==> src/rtl/tone_pkg.sv <==
// Shared types and constants for the tone sequencer and its prescaler.
package tone_pkg;

    localparam int TONEDIV_W = 11;
    localparam logic [TONEDIV_W-1:0] REST_DIV = '0;
    localparam int END_DUR = 0;

    typedef enum logic [2:0] {
        IDLE,
        LOAD,
        PLAY,
        GAP,
        DONE
    } state_t;

endpackage

==> src/rtl/tick_prescaler.sv <==
// Free-running divider producing a one-cycle tick every TICK_DIV clocks;
// clr holds the count at zero so the first tick after release is a full period.
module tick_prescaler #(
    parameter int TICK_DIV = 50000
) (
    input  logic clk,
    input  logic reset,
    input  logic clr,
    output logic tick
);

    localparam int CNT_W = (TICK_DIV > 1) ? $clog2(TICK_DIV) : 1;

    logic [CNT_W-1:0] cnt;

    assign tick = !clr && (cnt == CNT_W'(TICK_DIV - 1));

    always_ff @(posedge clk) begin
        if (reset || clr || tick) begin
            cnt <= '0;
        end else begin
            cnt <= cnt + CNT_W'(1);
        end
    end

endmodule

==> src/rtl/tone_sequencer.sv <==
// Walks a programmable note table, driving Wavegen's tonediv/tone_en with a
// silent gap after every note, plus start/stop, looping and end-of-song marker.
module tone_sequencer
    import tone_pkg::*;
#(
    parameter int NOTES     = 16,
    parameter int DUR_W     = 8,
    parameter int TICK_DIV  = 50000,
    parameter int GAP_TICKS = 1,
    localparam int IDX_W    = $clog2(NOTES)
) (
    input  logic                 clk,
    input  logic                 reset,
    input  logic                 start,
    input  logic                 stop,
    input  logic                 loop_en,
    input  logic                 wr_en,
    input  logic [IDX_W-1:0]     wr_addr,
    input  logic [TONEDIV_W-1:0] wr_tonediv,
    input  logic [DUR_W-1:0]     wr_dur,
    output logic [TONEDIV_W-1:0] tonediv,
    output logic                 tone_en,
    output logic                 busy,
    output logic                 done,
    output logic [IDX_W-1:0]     note_idx
);

    localparam int GAP_W = (GAP_TICKS > 0) ? $clog2(GAP_TICKS + 1) : 1;
    localparam int ENT_W = TONEDIV_W + DUR_W;

    state_t                 state, state_nx;
    logic [IDX_W-1:0]       idx_nx;
    logic [DUR_W-1:0]       dur_cnt, dur_nx;
    logic [GAP_W-1:0]       gap_cnt, gap_nx;
    logic [TONEDIV_W-1:0]   tonediv_nx;
    logic                   tone_en_nx;
    logic                   clr, tick, adv, eos;
    logic [ENT_W-1:0]       mem [NOTES];
    logic [ENT_W-1:0]       entry_p1;
    logic [TONEDIV_W-1:0]   ent_div;
    logic [DUR_W-1:0]       ent_dur;

    assign ent_div = entry_p1[ENT_W-1:DUR_W];
    assign ent_dur = entry_p1[DUR_W-1:0];
    assign busy    = (state != IDLE);
    assign done    = (state == DONE);

    tick_prescaler #(
        .TICK_DIV(TICK_DIV)
    ) u_prescaler (
        .clk   (clk),
        .reset (reset),
        .clr   (clr),
        .tick  (tick)
    );

    // Read address is the index the FSM is about to hold, so LOAD sees its own entry.
    always_ff @(posedge clk) begin
        if (wr_en && !busy) begin
            mem[wr_addr] <= {wr_tonediv, wr_dur};
        end
        entry_p1 <= mem[idx_nx];
    end

    always_ff @(posedge clk) begin
        if (reset) begin
            state    <= IDLE;
            note_idx <= '0;
            tonediv  <= '0;
            tone_en  <= 1'b0;
            dur_cnt  <= '0;
            gap_cnt  <= '0;
        end else begin
            state    <= state_nx;
            note_idx <= idx_nx;
            tonediv  <= tonediv_nx;
            tone_en  <= tone_en_nx;
            dur_cnt  <= dur_nx;
            gap_cnt  <= gap_nx;
        end
    end

    always_comb begin
        state_nx   = state;
        idx_nx     = note_idx;
        tonediv_nx = tonediv;
        tone_en_nx = tone_en;
        dur_nx     = dur_cnt;
        gap_nx     = gap_cnt;
        clr        = 1'b0;
        adv        = 1'b0;
        eos        = 1'b0;

        case (state)
            IDLE: begin
                clr = 1'b1;
                if (start) begin
                    idx_nx   = '0;
                    state_nx = LOAD;
                end
            end
            LOAD: begin
                clr = 1'b1;
                if (ent_dur == DUR_W'(END_DUR)) begin
                    eos = 1'b1;
                end else begin
                    tonediv_nx = ent_div;
                    dur_nx     = ent_dur;
                    tone_en_nx = (ent_div != REST_DIV);
                    state_nx   = PLAY;
                end
            end
            PLAY: begin
                if (tick) begin
                    dur_nx = dur_cnt - DUR_W'(1);
                    if (dur_cnt == DUR_W'(1)) begin
                        tone_en_nx = 1'b0;
                        if (GAP_TICKS > 0) begin
                            gap_nx   = GAP_W'(GAP_TICKS);
                            state_nx = GAP;
                        end else begin
                            adv = 1'b1;
                        end
                    end
                end
            end
            GAP: begin
                if (tick) begin
                    gap_nx = gap_cnt - GAP_W'(1);
                    if (gap_cnt == GAP_W'(1)) begin
                        adv = 1'b1;
                    end
                end
            end
            DONE: begin
                clr        = 1'b1;
                tonediv_nx = '0;
                state_nx   = IDLE;
            end
            default: begin
                state_nx = IDLE;
            end
        endcase

        if (adv) begin
            if (note_idx == IDX_W'(NOTES - 1)) begin
                eos = 1'b1;
            end else begin
                idx_nx   = note_idx + IDX_W'(1);
                state_nx = LOAD;
            end
        end

        // An empty song (entry 0 is the end marker) would spin in LOAD forever if looped.
        if (eos) begin
            if (loop_en && !(state == LOAD && note_idx == '0)) begin
                idx_nx   = '0;
                state_nx = LOAD;
            end else begin
                state_nx = DONE;
            end
        end

        if (stop) begin
            state_nx   = IDLE;
            idx_nx     = note_idx;
            tone_en_nx = 1'b0;
            tonediv_nx = '0;
        end
    end

endmodule

==> config.mk <==
export PLATFORM = sky130hd
export DESIGN_NAME = tone_sequencer
export DESIGN_NICKNAME = d
export VERILOG_FILES = /design/src/rtl/tone_pkg.sv /design/src/rtl/tick_prescaler.sv /design/src/rtl/tone_sequencer.sv
export SDC_FILE = /design/constraint.sdc
export NUM_CORES = 1
export LEC_CHECK = 0
export ABC_CLOCK_PERIOD_IN_PS = 3200
export CELL_PAD_IN_SITES_DETAIL_PLACEMENT = 0
export CELL_PAD_IN_SITES_GLOBAL_PLACEMENT = 1
export CORE_UTILIZATION = 50
export CTS_CLUSTER_DIAMETER = 50
export DETAILED_ROUTE_END_ITERATION = 16
export HOLD_SLACK_MARGIN = 0.12
export PLACE_DENSITY = 0.8
export REMOVE_ABC_BUFFERS = 1
export SLEW_MARGIN = 20
export SYNTH_ARGS = -nofsm -noshare
export SYNTH_HDL_FRONTEND = slang
export SYNTH_SLANG_ARGS = --single-unit
==> constraint.sdc <==
create_clock -name clk -period 3.2 [get_ports clk]
set_input_delay 0.48 -clock clk [delete_from_list [all_inputs] [get_ports clk]]
set_output_delay 0.48 -clock clk [all_outputs]
set_load 0.005 [all_outputs]
Yosys cells after proc, flatten, opt, wreduce, memory -nomap -nowiden
Memories as Yosys holds them, arrays and structs flattened. A register that Yosys moved wholly into a read port is not among the register bits.
Cells that the tools add are included.
{ "totals": {"romBits": 0, "wordCells": 85, "regBits": 44, "out_inout_bits": 18, "mem_bits_rw": 304, "n_memories": 1, "latchBits": 0, "inputBits": 29} }
{ "memory_table": {"columns": ["name", "depth", "width", "read_ports", "rd_clocked_by_memory_dff", "wr", "line", "rtl"], "rows": [
  ["mem", 16, 19, 1, 1, 1, "tone_sequencer.sv:38", "logic [ENT_W-1:0] mem [NOTES];"]
]} }
{ "classes": {"n_mux": 39, "add_sub_neg": 4, "n_eq_ne": 11, "order_cmp": 0, "n_mul": 0, "div": 0, "n_reduce_logical": 23, "shifts": 0, "n_bitwise": 0} }
{ "op_table": {"columns": ["operator", "count"], "rows": [
  ["$mux 4", 7],
  ["$mux 3", 8],
  ["$pmux 11 s2", 1],
  ["$add 16x1->16 const B", 1],
  ["$eq 16x16->1 const B", 1],
  ["$mux 1", 16],
  ["$mux 8", 2],
  ["$pmux 8 s2", 1],
  ["$pmux 3 s4", 1],
  ["$mux 11", 1],
  ["$reduce_bool 11->1", 1],
  ["$eq 8x1->1 const B", 1],
  ["$logic_not 8->1", 1],
  ["$reduce_and 4->1", 2],
  ["$sub 8x1->8 const B", 1],
  ["$eq 3x2->1 const B", 2],
  ["$reduce_bool 2->1", 3],
  ["$add 4x1->4 const B", 1],
  ["$eq 4x4->1 const B", 1],
  ["$logic_and 1x1->1", 4],
  ["$logic_not 4->1", 1],
  ["$ne 2x1->1 const B", 2],
  ["$ne 2x2->1 const B", 2],
  ["$pmux 1 s2", 2],
  ["other kinds (11)", 14]
]} }

Depth between registers and ports, before layout
Gate-level depths: netlist (run 1).
{ "depth": {"depth_word": 11, "ltp_mapped": 13, "depth_no_buf": 9} }

By module
Synthesis (run 1) repeated with hierarchy kept, for this count alone.
{ "unflattened": {"hier_cells": 1208, "area_unflattened_um2": 14722.9} }
{ "by_module_without_submodules": {"columns": ["mod", "cells_each", "area_each_um2", "instances", "seq_area_each_um2"], "rows": [
  ["tone_sequencer", 1127, 13897.1, 1, 10069.7],
  ["tick_prescaler", 81, 825.8, 1, 320.3]
]} }

Worst setup path before layout (run 1)
Ideal clock, no wire load.
{ "synth_timing": {"path_type": "reg-to-reg", "from": "reg state[1]", "to": "mem mem[0][0] in the netlist's numbering, enable pin", "stages_incl_launch_ff": 6, "setup_slack_ns": 0.337, "path_buffers": 1, "arrival_time_ns": 2.444, "setup_ns": 0.419, "period_less_slack_ns": 2.863, "cell_sequence": "dfxtp_1 -> buf_2 -> nor3_2 -> nand2_1 -> or3_1 -> nor3_1"} }
{ "synth_via": {"elab_chain_len": 5} }
{ "synth_lines": {"columns": ["element", "line", "rtl"], "rows": [
  ["start: declaration", "tone_sequencer.sv:31", "state_t state, state_nx;"],
  ["start signal: assignment", "tone_sequencer.sv:74", "state <= state_nx;"],
  ["$reduce_bool 3->1", "tone_sequencer.sv:45", "assign busy = (state != IDLE);"],
  ["$logic_not 1->1", "tone_sequencer.sv:59", "if (wr_en && !busy) begin"],
  ["$logic_and 1x1->1", "tone_sequencer.sv:59", null],
  ["$mux 1", "tone_sequencer.sv:59", null],
  ["$mux 1 (implied by the code)", "tone_sequencer.sv:60", "mem[wr_addr] <= {wr_tonediv, wr_dur};"],
  ["end: declaration", "tone_sequencer.sv:38", null]
]} }
No other way between the ends.

Worst setup path after layout (run 1)
{ "layout_timing": {"from": "reg entry_p1[2], read port of mem", "to": "reg entry_p1[14], read port of mem"} }
{ "layout_via": {"elab_chain_len": 7} }
{ "layout_lines": {"columns": ["element", "line", "rtl"], "rows": [
  ["start: declaration", "tone_sequencer.sv:39", "logic [ENT_W-1:0] entry_p1;"],
  ["$logic_not 8->1 *", "tone_sequencer.sv:104", "if (ent_dur == DUR_W'(END_DUR)) begin"],
  ["$mux 1 *", "tone_sequencer.sv:104", null],
  ["$mux 1 *", "tone_sequencer.sv:94", "case (state)"],
  ["$mux 1", "tone_sequencer.sv:146", "if (note_idx == IDX_W'(NOTES - 1)) begin"],
  ["$mux 1 *", "tone_sequencer.sv:145", "if (adv) begin"],
  ["$mux 4 *", "tone_sequencer.sv:155", "if (eos) begin"],
  ["$mux 4 *", "tone_sequencer.sv:164", "if (stop) begin"]
]} }
Every way passes the cells marked *; elsewhere a longest branch is shown, timed or not.
A chain may end at the register's enable or synchronous reset.

==> results.json, run 1 <==
{
  "die_w_um": 174,
  "cts.sink_count": 367,
  "final_util_pct": 60.3,
  "setup_viol": 0,
  "clock-root-buffer": "clkbuf_16",
  "placedCellCount": 1505,
  "peakVddDrop_mv": 0.418,
  "power_leakage_nw": 5.98,
  "drv_slew": 0,
  "dr.first_iter.drc_count": 1100,
  "drtAntennaViolNets": 0,
  "fin_worst_skew_ns": 0.0165,
  "synth_flop_cell": "edfxtp_1",
  "synth_edf_count": 304,
  "routedWlPerCell_um": 23.0,
  "cts_buffer_depth": 3,
  "syn-instance-count": 1089,
  "synth_compound_area_share_pct": 11.8,
  "yosys_warnings": 0,
  "holdWs_ns": 0.447,
  "grt_max_degree": 48,
  "core_area_sq_um": 28900,
  "overflow": 0,
  "synth_area_leaders": "edfxtp_1 (62%), dfxtp_1 (8.6%), nand2_1 (4.0%)",
  "async_reset_ff_share_pct": 0,
  "period_share_pct": 96.5,
  "hold_path_class": "reg -> reg",
  "synth_seq_cells": 367,
  "start_util_pct": 51.0,
  "synthSimpleGateAreaFrac_pct": 12.5,
  "cp.required_ns": 3.67,
  "dieHeight_um": 174,
  "synth_top_area_share_pct": 62.0,
  "clk_pin_slew_worst_paths_ns": 0.06,
  "antenna_found_initial": 1,
  "cp-end-kind": "flop",
  "grt_first_pass_wirelength_mm": 55.3,
  "drv_cap": 0,
  "fin_nets": 1203,
  "pre_cts_ws_ns": 0.168,
  "insertion_delay_ns": 0.53,
  "synthTopCellsByCount": "edfxtp_1 (304), nand2_1 (158), and3_1 (64), a211oi_1 (63), dfxtp_1 (63)",
  "wl_mm": 36.5,
  "maxClockFrequency_mhz": 324,
  "worstPathMaxFanout": 34,
  "cts_hold_buf": 0,
  "track_usage_pct": 24.5,
  "yosysSeqAreaShare_pct": 70.6,
  "drc": 0,
  "rows": 62,
  "rsz0062_at_grt": "false",
  "synth_top_area_cell": "edfxtp_1",
  "diodes": 0,
  "timing.final.ws_setup_ns": 0.112,
  "first_pass_iters": 5,
  "htree_levels": 2,
  "cts_tree": "built",
  "worst_pin_slew_ns": 0.614,
  "portBuffers": 46,
  "synth-xor-area-share_pct": 0.774,
  "hold_viol": 0,
  "synth_most_common_cell": "edfxtp_1",
  "syn_area_sq_um": 14700,
  "grt_pass1_vias": 9232,
  "area_growth_pct": 18.3,
  "setup_tns_ns": 0,
  "startpoint_type": "flop",
  "drive_gt1_share_pct": 13.1,
  "synth.avg_cell_area_sq_um": 13.5,
  "cp.arrival_ns": 3.56,
  "critPathLaunch": "entry_p1[2]",
  "p_per_area_nw_per_um2": 583,
  "dieArea_sq_um": 30100,
  "r2r_start": "entry_p1[2]",
  "cts_made_buffers": 42,
  "muxShareOfSynthArea_pct": 1.29,
  "io_pins": 47,
  "worstHoldStart": "u_prescaler.cnt[0]",
  "synth_fa_ha_area_share_pct": 0.425,
  "maxSlewHeadroom_pct": 59.0,
  "vias_per_cell": 6.09,
  "synth_top_family_by_area": "simple AND/OR/NAND/NOR gates",
  "fin_crit_ns": 3.09,
  "vias": 9657,
  "hpwl_mm": 21.1,
  "gp_congestion": 0.871,
  "final_cells": 1587,
  "status": "complete, no violations",
  "synth_cell_type_count": 61,
  "critical_path_class": "reg -> reg"
}
## cell families (layout without fill, tap and decap cells)
kind of cell    Yosys count  in the layout
flops                   367            367
buf+inv                  82            195
mux                      19             19
simple gates            383            384
fa+ha+maj                 5              5
compound gates          220            220
xor+xnor                 13             13
## path summary, 6_finish.rpt
kind                   endpoint  slack, ns  depth (start not counted)
max                entry_p1[14]       0.11                         10
min          u_prescaler.cnt[0]       0.45                          1
max reg2reg        entry_p1[14]       0.11                         10
min reg2reg  u_prescaler.cnt[0]       0.45                          1
## cells in the final DEF (no fill, tap or decap), types with 12 or more instances in the layout
cell,synthesis,final
clkbuf_1,32,13
clkdlybuf4s50_1,0,46
edfxtp_1,304,304
nand3_1,54,54
buf_12,0,12
nand2_1,158,158
mux2i_1,19,19
a2111o_1,19,19
a21oi_1,30,30
buf_4,5,48
dfxtp_1,63,63
o211ai_1,19,19
and3_1,64,64
a211oi_1,63,63
nor2_1,55,43
clkbuf_16,0,45
nor2_2,0,12
a311oi_1,57,57
## power breakdown
part / internal [mW] / total, mW / leakage [nW] / switching [mW]
combinational: 0.0744 / 0.235 / 2.06 / 0.160
sequential: 5.23 / 5.25 / 3.26 / 0.0186
clock: 2.80 / 4.66 / 0.665 / 1.86
total: 8.11 / 10.1 / 5.98 / 2.04
## stage by stage
stage	total power, mW	area [sq um]
floorplan	5.42	14400
global placement	5.57	16000
detailed placement	5.58	16000
CTS	10.2	17400
global route	10.4	17400
finish	10.1	17400
## critical path, stage by stage (launching register included)
cell      delay (ns)
dfxtp_1         0.31
or4_1           0.60
nor3_1          0.25
a32oi_1         0.18
o211ai_4        0.27
buf_4           0.15
buf_4           0.34
and3_1          0.22
a211oi_1        0.05
a311oi_1        0.49
a2111o_1        0.15
## flip-flops by register name (all words and copies together) (netlist names)
| signal | count |
|---|---|
| tonediv | 11 |
| dur_cnt | 8 |
| mem | 304 |
| gap_cnt | 1 |
| entry_p1 | 19 |
| u_prescaler.cnt | 16 |
| note_idx | 4 |
| tone_en | 1 |
| state | 3 |
## cell type report
| class | instances | area, sq um |
|---|---|---|
| Fill cell | 2242 | 11500 |
| Sequential cell | 367 | 10400 |
| Multi-Input combinational cell | 641 | 4060 |
| Clock buffer | 60 | 1200 |
| Timing Repair Buffer | 106 | 1060 |
| Tap cell | 384 | 480 |
| Clock inverter | 18 | 168 |
| Inverter | 11 | 41.3 |
## repair_timing
| action | in CTS | in global routing |
|---|---|---|
| setup buffers | 0 | 3 |
| gates resized for setup | 0 | 1 |
| endpoints found under the setup margin | 0 | 10 |
## routing by layer
| layer | global-route usage [%] | share of wire, % | vias to the layer above |
|---|---|---|---|
| met1 | 34.6 | 42 | 4801 |
| met3 | 4.04 | 7.8 | 69 |
| li1 | - | - | 4396 |
| met2 | 39.0 | 47 | 389 |
| met4 | 7.78 | 2.6 | 2 |
| met5 | 0 | 0.15 | - |
Power figures use the tool's default switching activity.
==> run 2, diff against run 1 <==
--- a/config.mk
+++ b/config.mk
@@ -5,7 +5,7 @@
 export SDC_FILE = /design/constraint.sdc
 export NUM_CORES = 1
 export LEC_CHECK = 0
-export ABC_CLOCK_PERIOD_IN_PS = 3200
+export ABC_CLOCK_PERIOD_IN_PS = 3600
 export CELL_PAD_IN_SITES_DETAIL_PLACEMENT = 0
 export CELL_PAD_IN_SITES_GLOBAL_PLACEMENT = 1
 export CORE_UTILIZATION = 50
==> constraint.sdc (replaced) <==
create_clock -name clk -period 3.6 [get_ports clk]
set_input_delay 0.54 -clock clk [delete_from_list [all_inputs] [get_ports clk]]
set_output_delay 0.54 -clock clk [all_outputs]
set_load 0.005 [all_outputs]
==> run 2 against run 1 <==
Effect of this change:
- sequential cell count is the same
- register-to-register slack better by 0.34 ns
- worst hold slack worse by 0.0038 ns
- combinational power shrank 12%
- clock-buffer cell count fell by 9
- non-clock buffer count is 13 lower
- sequential power fell by 11%
- global-route usage decreased by 0.34 points
- via count shrank 1.8%
- largest cell class unchanged
- clock skew grew 0.0084 ns
==> results.json, run 2 (synthesis gave the netlist of run 1 again) <==
{
  "gp_congestion": 0.893,
  "grt_first_pass_wirelength_mm": 54.9,
  "grt_pass1_vias": 9241,
  "rsz0062_at_grt": "false",
  "cts_hold_buf": 0,
  "top_register": "mem",
  "drv_cap": 0,
  "maxClockFrequency_mhz": 318,
  "final_cells": 1567,
  "cts.sink_count": 367,
  "drv_slew": 0,
  "core_area_sq_um": 28900,
  "worstPathMaxFanout": 21,
  "p_clk_share_pct": 44.1,
  "placed_area_sq_um": 15900,
  "portBuffers": 46,
  "diodes": 0,
  "rows": 62,
  "hpwl_mm": 20.4,
  "cts_setup_buffers": 0,
  "fin_worst_skew_ns": 0.0249,
  "grt_max_degree": 92,
  "ctsResizeCount": 0,
  "largest_reg_flops": 304,
  "placedCellCount": 1495,
  "drc": 0,
  "wl_mm": 35.8,
  "p_per_area_nw_per_um2": 509,
  "power_leakage_nw": 5.85,
  "worst_pin_slew_ns": 0.727,
  "switching_share_pct": 20.2,
  "die_w_um": 174,
  "status": "complete, no violations",
  "met2_usage_pct": 38.1,
  "drive_gt1_share_pct": 11.9,
  "biggestRegsByFlops": "mem: 304 flops, entry_p1: 19 flops, u_prescaler.cnt: 16 flops",
  "setup_viol": 0,
  "slowest_delay_ns": 0.46,
  "hold_viol": 0,
  "hold_path_class": "reg -> reg",
  "vias_per_cell": 6.05,
  "dieArea_sq_um": 30100,
  "final_common_cell": "edfxtp_1",
  "maxSlewHeadroom_pct": 51.5,
  "routedWlPerCell_um": 22.9,
  "crit_family": "simple AND/OR/NAND/NOR gates",
  "overflow": 0,
  "intPower_mw": 6.96,
  "cp.required_ns": 4.00,
  "design_area_sq_um": 17100,
  "insertion_delay_ns": 0.53,
  "cp_slowest_cell": "dfxtp_1",
  "cp-end-kind": "flop",
  "fin_crit_ns": 3.15,
  "vias": 9486,
  "fin_nets": 1187,
  "first_pass_iters": 5,
  "dr.first_iter.drc_count": 997,
  "path_cells": "or3b_1 > nor3_1 > a32oi_1 > o211ai_4 > and2_4 > buf_4 > mux2i_1 > o211ai_1 > a2111o_1",
  "cp.arrival_ns": 3.55,
  "start_util_pct": 51.0,
  "track_usage_pct": 24.2,
  "drtAntennaViolNets": 0,
  "clk_pin_slew_worst_paths_ns": 0.06,
  "met3_usage_pct": 3.71,
  "peakVddDrop_mv": 0.350,
  "period_share_pct": 87.4,
  "cts_tree": "built",
  "startpoint_type": "flop",
  "setup_tns_ns": 0,
  "io_pins": 47,
  "critical_path_class": "reg -> reg",
  "switchingPower_mw": 1.76,
  "combPwrFrac_pct": 2.4,
  "antenna_found_initial": 0,
  "holdWs_ns": 0.443,
  "area_growth_pct": 16.5,
  "top_usage_layer": "met2",
  "grt_use_met1_pct": 34.2,
  "clock-root-buffer": "clkbuf_16",
  "layout_common_cells": "edfxtp_1 (304), nand2_1 (158), and3_1 (64)",
  "dieHeight_um": 174,
  "cts_made_buffers": 40,
  "power_frac_seq_pct": 53.5,
  "cts_buffer_depth": 3,
  "crit_buf_inv": 1,
  "htree_levels": 2
}
[run 2: cell types whose count changed in the layout (fill, tap and decap cells not counted), moves of 2 or more]
cell,change
clkinv_4,+2
clkbuf_16,-5
buf_4,-11
clkinv_2,+2
buf_12,-2
clkbuf_1,-4
[run 2: layout make-up]
cell class / instances / area, sq um
multi-input cells: 640 / 4040
clock buffers: 51 / 1060
clock inverters: 21 / 183
inverters: 11 / 41.3
flip-flops and latches: 367 / 10400
well taps: 384 / 480
repair buffers: 93 / 938
fillers: 2263 / 11700
[run 2: layer usage]
layer  routed length (um)  part of all wire, %
met5                    0                    0
met4                 1110                  3.1
met3                 2670                  7.5
met2                16700                   47
met1                15400                   43
[run 2: power groups by stage]
stage          registers [mW]  clock network (mW)  logic, mW
2_1_floorplan            4.75                   0     0.0700
3_3_place_gp             4.75                   0      0.202
3_5_place_dp             4.75                   0      0.206
4_1_cts                  4.66                3.91      0.207
5_1_grt                  4.66                4.07      0.225
6_report                 4.66                3.85      0.207
[run 2: path summary, 6_finish.rpt]
check	slack (ns)	depth (start not counted)	end	start
worst max-delay path	0.45	9	entry_p1[3]	state[0]
worst min-delay path	0.44	1	u_prescaler.cnt[0]	u_prescaler.cnt[0]
worst max register to register	0.45	9	entry_p1[3]	state[0]
worst min register to register	0.44	1	u_prescaler.cnt[0]	u_prescaler.cnt[0]
[run 2: through the flow]
| step | utilization, % | setup slack [ns] | total power, mW |
|---|---|---|---|
| 3_3_place_gp | 55.1 | 0.511 | 4.95 |
| 5_1_grt | 59.4 | 0.310 | 8.96 |
| 2_1_floorplan | - | -4.35 | 4.82 |
| 4_1_cts | 59.4 | 0.464 | 8.78 |
| 6_report | 59.4 | 0.453 | 8.72 |
| 3_5_place_dp | 55.1 | 0.497 | 4.96 |
==> run 3, diff against run 2 <==
--- a/config.mk
+++ b/config.mk
@@ -5,7 +5,7 @@
 export SDC_FILE = /design/constraint.sdc
 export NUM_CORES = 1
 export LEC_CHECK = 0
-export ABC_CLOCK_PERIOD_IN_PS = 3600
+export ABC_CLOCK_PERIOD_IN_PS = 3980
 export CELL_PAD_IN_SITES_DETAIL_PLACEMENT = 0
 export CELL_PAD_IN_SITES_GLOBAL_PLACEMENT = 1
 export CORE_UTILIZATION = 50
@@ -14,7 +14,7 @@
 export HOLD_SLACK_MARGIN = 0.12
 export PLACE_DENSITY = 0.8
 export REMOVE_ABC_BUFFERS = 1
-export SLEW_MARGIN = 20
+export SLEW_MARGIN = 30
 export SYNTH_ARGS = -nofsm -noshare
 export SYNTH_HDL_FRONTEND = slang
 export SYNTH_SLANG_ARGS = --single-unit
==> constraint.sdc (replaced) <==
create_clock -name clk -period 3.98 [get_ports clk]
set_input_delay 0.597 -clock clk [delete_from_list [all_inputs] [get_ports clk]]
set_output_delay 0.597 -clock clk [all_outputs]
set_load 0.005 [all_outputs]
==> run 3 against run 2 <==
Effect of this change:
- first-iteration DRC count fell by 1.0%
- sequential cell count did not move
- worst hold slack improved by 0.0049 ns
- critical path type unchanged
- largest power group unchanged
- critical path depth did not move
- largest cell class unchanged
- final cell count barely moved
- combinational power fell by 9%
- wire length rose by 1.7%
- core utilization rose by 0.095 points
- clock-buffer cell count rose by 2
- global-route usage rose by 0.20 points
==> results.json, run 3 (synthesis gave the netlist of run 1 again) <==
{
  "top_usage_layer": "met2",
  "met3_usage_pct": 4.08,
  "fillerInstances": 2251,
  "dieArea_sq_um": 30100,
  "insertion_delay_ns": 0.54,
  "period_share_pct": 91.8,
  "fin_worst_skew_ns": 0.0172,
  "portBuffers": 46,
  "cts_made_buffers": 41,
  "worst_pin_slew_ns": 0.828,
  "drv_slew": 0,
  "vias": 9536,
  "critical_path_class": "reg -> reg",
  "holdWs_ns": 0.448,
  "core_area_sq_um": 28900,
  "htree_levels": 2,
  "fin_crit_ns": 3.65,
  "final_cells": 1568,
  "grt_first_pass_wirelength_mm": 54.6,
  "drive_gt1_share_pct": 12.1,
  "layout_common_cells": "edfxtp_1 (304), nand2_1 (158), and3_1 (64)",
  "hold_path_class": "reg -> reg",
  "die_w_um": 174,
  "overflow": 0,
  "maxSlewHeadroom_pct": 44.8,
  "final_common_cell": "edfxtp_1",
  "cts_hold_buf": 0,
  "worstHoldStart": "u_prescaler.cnt[0]",
  "grt_pass1_vias": 9076,
  "rows": 62,
  "wl_mm": 36.4,
  "dieHeight_um": 174,
  "ctsResizeCount": 0,
  "top_register": "mem",
  "antenna_found_initial": 0,
  "area_growth_pct": 16.7,
  "pre_cts_ws_ns": 0.316,
  "r2r_start": "entry_p1[2]",
  "power_leakage_nw": 5.87,
  "maxClockFrequency_mhz": 274,
  "cp-end-kind": "flop",
  "cp.required_ns": 4.39,
  "final_util_pct": 59.5,
  "dr.first_iter.drc_count": 987,
  "cts.sink_count": 367,
  "hpwl_mm": 20.8,
  "startpoint_type": "flop",
  "cts_setup_buffers": 0,
  "min_to": "u_prescaler.cnt[0]",
  "drv_cap": 0,
  "fin_nets": 1185,
  "grt_use_met1_pct": 34.3,
  "setup_viol": 0,
  "first_pass_iters": 5,
  "status": "complete, no violations",
  "seq_area_sq_um": 10400,
  "placedCellCount": 1492,
  "hold_depth": 1,
  "peakVddDrop_mv": 0.288,
  "cts_tree": "built",
  "cts_buffer_depth": 3,
  "gp_congestion": 0.861,
  "biggestRegsByFlops": "mem: 304 flops, entry_p1: 19 flops, u_prescaler.cnt: 16 flops",
  "clock-root-buffer": "clkbuf_16",
  "rsz0062_at_grt": "false",
  "r2r_end": "entry_p1[3]",
  "diodes": 0,
  "design_area_sq_um": 17200,
  "drtAntennaViolNets": 0,
  "drc": 0,
  "vias_per_cell": 6.08,
  "r2r_slack_ns": 0.33,
  "timing.final.ws_setup_ns": 0.325,
  "setup_tns_ns": 0,
  "routedWlPerCell_um": 23.2,
  "p_per_area_nw_per_um2": 471,
  "track_usage_pct": 24.4,
  "start_util_pct": 51.0,
  "grt_max_degree": 53,
  "total_power_mw": 8.09,
  "hold_viol": 0,
  "io_pins": 47,
  "cp.arrival_ns": 4.07,
  "worstPathMaxFanout": 29,
  "rr_worst_depth": 9,
  "clk_pin_slew_worst_paths_ns": 0.06,
  "largest_reg_flops": 304,
  "placed_area_sq_um": 15800,
  "met2_usage_pct": 38.4,
  "multi_input_area_sq_um": 4060
}
==> run 3: worst max path at each step <==
stage	from	end	cells past startpoint
floorplan	u_prescaler.cnt[0]	entry_p1[0]	8
global placement	stop	entry_p1[3]	8
detailed placement	stop	entry_p1[3]	9
CTS	entry_p1[2]	entry_p1[3]	9
global route	entry_p1[2]	entry_p1[3]	9
finish	entry_p1[2]	entry_p1[3]	9
==> run 3: power by group <==
group / internal [mW] / switching [mW] / total, mW / leakage, nW
combinational: 0.0583 / 0.130 / 0.189 / 1.95
sequential: 4.20 / 0.0152 / 4.22 / 3.26
clock: 2.17 / 1.51 / 3.68 / 0.657
==> run 3: final cells by class <==
| cell class | instances | share of cell area (%) |
|---|---|---|
| Timing Repair Buffer | 90 | 5.04 |
| Tap cell | 384 | 2.80 |
| Sequential cell | 367 | 60.5 |
| Clock buffer | 53 | 6.41 |
| Multi-Input combinational cell | 640 | 23.6 |
| Inverter | 11 | 0.241 |
| Clock inverter | 23 | 1.35 |
==> run 3: metal layers <==
metal  routed length, um  share of wire [%]  vias up
li1                    -                  -     4345
met1               15600                 43     4690
met2               16800                 46      418
met3                3020                8.3       83
met4                 982                2.7        0
met5                   0                  0        -
==> run 3: critical path, stage by stage (launching register included) <==
cell	delay, ns
dfxtp_1	0.37
or4_1	0.61
nor3_1	0.27
a32oi_1	0.18
o211ai_4	0.51
and2_4	0.55
buf_4	0.30
mux2i_1	0.21
o211ai_1	0.10
a2111o_1	0.42
